`src/rtl/fifo_ram_ctrl.sv`:
```
// fifo_ram_ctrl: synchronous FIFO controller acting as initiator of one
// external 16 x 8 RAM (5-bit address ports, registered 1-cycle read).
// Converts push/pop requests into RAM write/read strobes and addresses,
// tracks occupancy, and reports full/empty plus sticky overflow/underflow.
module fifo_ram_ctrl #(
    parameter int unsigned DATA_W = 8,
    parameter int unsigned ADDR_W = 4,
    parameter int unsigned DEPTH  = 16
) (
    input  logic              clk,
    input  logic              rst,

    // user side
    input  logic              push,
    input  logic [DATA_W-1:0] push_data,
    input  logic              pop,
    output logic [DATA_W-1:0] pop_data,
    output logic              pop_valid,
    output logic              full,
    output logic              empty,
    output logic [ADDR_W:0]   count,
    output logic              overflow,
    output logic              underflow,

    // RAM side
    output logic              ram_write_enable,
    output logic [4:0]        ram_write_addr,
    output logic [DATA_W-1:0] ram_write_data,
    output logic              ram_read_enable,
    output logic [4:0]        ram_read_addr,
    input  logic [DATA_W-1:0] ram_read_data
);

    localparam int unsigned CNT_W  = ADDR_W + 1;
    localparam int unsigned RAM_AW = 5;

    logic [ADDR_W-1:0] wr_ptr;
    logic [ADDR_W-1:0] rd_ptr;
    logic              push_acc;
    logic              pop_acc;
    logic [CNT_W-1:0]  count_nxt;

    // Accept rules; reset suppresses both so nothing reaches the RAM.
    // At full, a same-cycle accepted pop frees the slot for the push.
    always_comb begin
        pop_acc  = pop  & ~empty & ~rst;
        push_acc = push & (~full | pop_acc) & ~rst;
    end

    // Next occupancy: simultaneous push+pop leaves count unchanged.
    always_comb begin
        count_nxt = count;
        case ({push_acc, pop_acc})
            2'b10:   count_nxt = count + CNT_W'(1);
            2'b01:   count_nxt = count - CNT_W'(1);
            default: count_nxt = count;
        endcase
    end

    // RAM strobes and addresses come straight from the accept terms and
    // pointers; the upper address bit is unused by a 16-entry array.
    always_comb begin
        ram_write_enable = push_acc;
        ram_write_addr   = RAM_AW'(wr_ptr);
        ram_write_data   = push_data;
        ram_read_enable  = pop_acc;
        ram_read_addr    = RAM_AW'(rd_ptr);
    end

    // RAM read data is already registered, so it is forwarded as-is and
    // lines up with pop_valid one cycle after the accept.
    always_comb begin
        pop_data = ram_read_data;
    end

    // Pointer, occupancy, flag and read-valid state.
    always_ff @(posedge clk) begin
        if (rst) begin
            wr_ptr    <= '0;
            rd_ptr    <= '0;
            count     <= '0;
            empty     <= 1'b1;
            full      <= 1'b0;
            pop_valid <= 1'b0;
            overflow  <= 1'b0;
            underflow <= 1'b0;
        end else begin
            if (push_acc) begin
                wr_ptr <= wr_ptr + ADDR_W'(1);
            end
            if (pop_acc) begin
                rd_ptr <= rd_ptr + ADDR_W'(1);
            end
            count     <= count_nxt;
            empty     <= (count_nxt == '0);
            full      <= (count_nxt == CNT_W'(DEPTH));
            pop_valid <= pop_acc;
            if (push & ~push_acc) begin
                overflow <= 1'b1;
            end
            if (pop & ~pop_acc) begin
                underflow <= 1'b1;
            end
        end
    end

endmodule

```
`config.mk`:
```
export PLATFORM = sky130hd
export DESIGN_NAME = fifo_ram_ctrl
export DESIGN_NICKNAME = d
export VERILOG_FILES = /design/src/rtl/fifo_ram_ctrl.sv
export SDC_FILE = /design/constraint.sdc
export NUM_CORES = 1
export LEC_CHECK = 0
export ABC_CLOCK_PERIOD_IN_PS = 2800
export BUFFER_PORTS_ARGS = -buffer_cell sky130_fd_sc_hd__buf_2
export CORE_MARGIN = 2
export CORE_UTILIZATION = 35
export CTS_CLUSTER_DIAMETER = 80
export DETAILED_ROUTE_END_ITERATION = 12
export MAX_ROUTING_LAYER = met4
export PLACE_DENSITY_LB_ADDON = 0.1
export SLEW_MARGIN = 20
export SYNTH_ARGS = -nofsm -noshare
export SYNTH_HDL_FRONTEND = slang
export SYNTH_SLANG_ARGS = --single-unit
```
`constraint.sdc`:
```
create_clock -name clk -period 2.8 [get_ports clk]
set_input_delay 0 -clock clk [delete_from_list [all_inputs] [get_ports clk]]
set_output_delay 0 -clock clk [all_outputs]
set_load 0.1 [all_outputs]
```
==> results_dict.tcl <==
set metrics [dict create \
    avgViaCountPerCell 4.87 \
    clkSlewWorstSetupHoldPaths_ns 0.11 \
    avgSynthCellArea_sq_um 8.76 \
    grt_overflow 0 \
    ant_nets 0 \
    grt.total_usage 0.129 \
    rsz0062_at_grt "false" \
    finClkSkew_ns 0.00913 \
    mostFrequentLayoutCell "buf_2" \
    slew_viol_final 0 \
    grt_max_degree 20 \
    cts_root_buf "clkbuf_4" \
    ir_drop_mv 0.249 \
    max_freq_mhz 405 \
    wire_per_inst_um 12.3 \
    synthesis.area_sq_um 1010 \
    gp_congestion 0.764 \
    clockBufferDepth 2 \
    finalNonFillerCells 157 \
    tritoncts "done" \
    ctsHoldBuffers 2 \
    crit_type "register to register" \
    use_met3 0.0424 \
    seq_area_frac_synth 0.358 \
    ios 58 \
    synth_top_area_share 0.358 \
    grt_pass1_wl_um 3200 \
    start_util 0.368 \
    fin_crit_ns 2.47 \
    final_cell_mix "23 x buf_2, 16 x dfxtp_1, 13 x nor2_1" \
    drc_errors 0 \
    dr.pass1.iters 4 \
    yosysWarnings 0 \
    finish.net_count 152 \
    grt-busiest-layer "met2" \
    power-per-cell-area_nw_per_um2 590 \
    hold_path.class "input port to output port" \
    floorplan.die_area_sq_um 3320 \
    cts_setup_buffers 0 \
    fp.dieH_um 57.6 \
    ys_types 34 \
    gr-usage-met1 0.153 \
    hpwl_um 1430 \
    fin_crit_sh 0.882 \
    syn_to_final_growth_pct 10.7 \
    cts-htree-levels 1 \
    ys.flop_type "dfxtp_1" \
    grt_pass1_vias 695 \
    startpoint_type "register" \
    clkLatencyLatePin_ns 0.30 \
    arrival_ns 2.67 \
    total_power_uw 657 \
    totalWireLength_um 1930 \
    async_flop_share 0 \
    die_width_um 57.6 \
    synth_area_leader_cell "dfxtp_1" \
    hold_violations 0 \
    p_leak_nw 0.503 \
    drive_gt1_frac 0.302 \
    required_ns 3.00 \
    grt_use_met2 0.187 \
    nFillCells 277 \
    cts_made_buffers 3 \
    synth_edf_count 0 \
    utilization 0.408 \
    design_area_sq_um 1110 \
    synth_cells 115 \
    endpoint_kind "register" \
    cts_resized 0 \
    dr_total_vias 765 \
    coreArea_sq_um 2730 \
    status "finished, final reports clean" \
    antenna_cells 0 \
    io_buffers 23 \
    dp_cells 151 \
    placed_cell_area_sq_um 1070 \
    finalSetupViolCount 0 \
    dr.first_iter.drc_count 17 \
    synthTopCellsByArea "dfxtp_1 36%, buf_4 14%, ha_1 6.2%, nor2_1 5.2%, xor2_1 5.2%" \
    critPathMaxFanout 7 \
    synth-seq-cells 18 \
    cap_violations 0 \
    rows 19 \
    antenna_found_initial 0 \
    cts_sinks 18 \
]
worst max-delay path: stages (launching register included):
cell and delay (ns):
dfxtp_4 0.36, nand2b_4 0.17, a21oi_4 0.23, inv_2 0.09, ha_4 0.19, xor2_1 0.16
ha_2 0.21, mux2_2 0.33, o21ai_1 0.11, nand3_1 0.09, xor2_1 0.22, and4bb_1 0.21
layer usage:
metal	up-vias	wire length (um)
li1	387	-
met1	342	873
met2	30	842
met3	6	180
met4	0	28
met5	-	0
final timing paths:
kind                startpoint  slack [ns]                 to  cells after the start
setup reg to reg         empty        0.33               full                     11
hold / removal    push_data[0]     0.00004  ram_write_data[0]                      0
hold reg to reg      underflow        0.48          underflow                      2
setup / recovery         empty        0.33               full                     11
cell type report:
type	count	area [sq um]	area share
clock buffers	4	26.3	0.0236
multi-input cells	75	531	0.476
flip-flops and latches	18	365	0.328
well taps	31	38.8	0.0348
repair buffers	26	143	0.128
inverters	3	11.3	0.0101
metrics by stage:
stage / hold WS (ns) / worst slack, ns / setup TNS (ns)
floorplan: 0.141 / -0.239 / -0.555
global placement: 0.000681 / 0.381 / 0
detailed placement: 0.000681 / 0.336 / 0
CTS: 0.000681 / 0.305 / 0
global route: 0.000158 / 0.116 / 0
finish: 0.0000380 / 0.331 / 0
cell usage after synthesis (all sizes together) (2+ instances only):
cell	n
a21oi	7
buf	19
dfxtp	18
ha	5
inv	3
mux2i	2
nand2	9
nand2b	3
nand4	2
nor2	14
nor2b	3
o21ai	3
xnor2	4
xor2	6
flip-flops by register name, indices dropped and copies added, names as in the netlist:
signal,count
empty,1
rd_ptr,4
wr_ptr,4
pop_valid,1
count,5
full,1
overflow,1
underflow,1
where the power goes:
part / internal (mW) / switching [mW]
logic: 0.0497 / 0.179
registers: 0.272 / 0.0165
clock network: 0.0554 / 0.0855
cells by family after synthesis:
kind of cell,after synthesis,synth area share
compound gates,17,0.112
xor+xnor,10,0.0870
fa+ha+maj,5,0.0621
buf+inv,23,0.157
flops,18,0.358
mux,3,0.0311
other cells,1,0.00372
simple gates,38,0.190
Power figures use the tool's default switching activity.
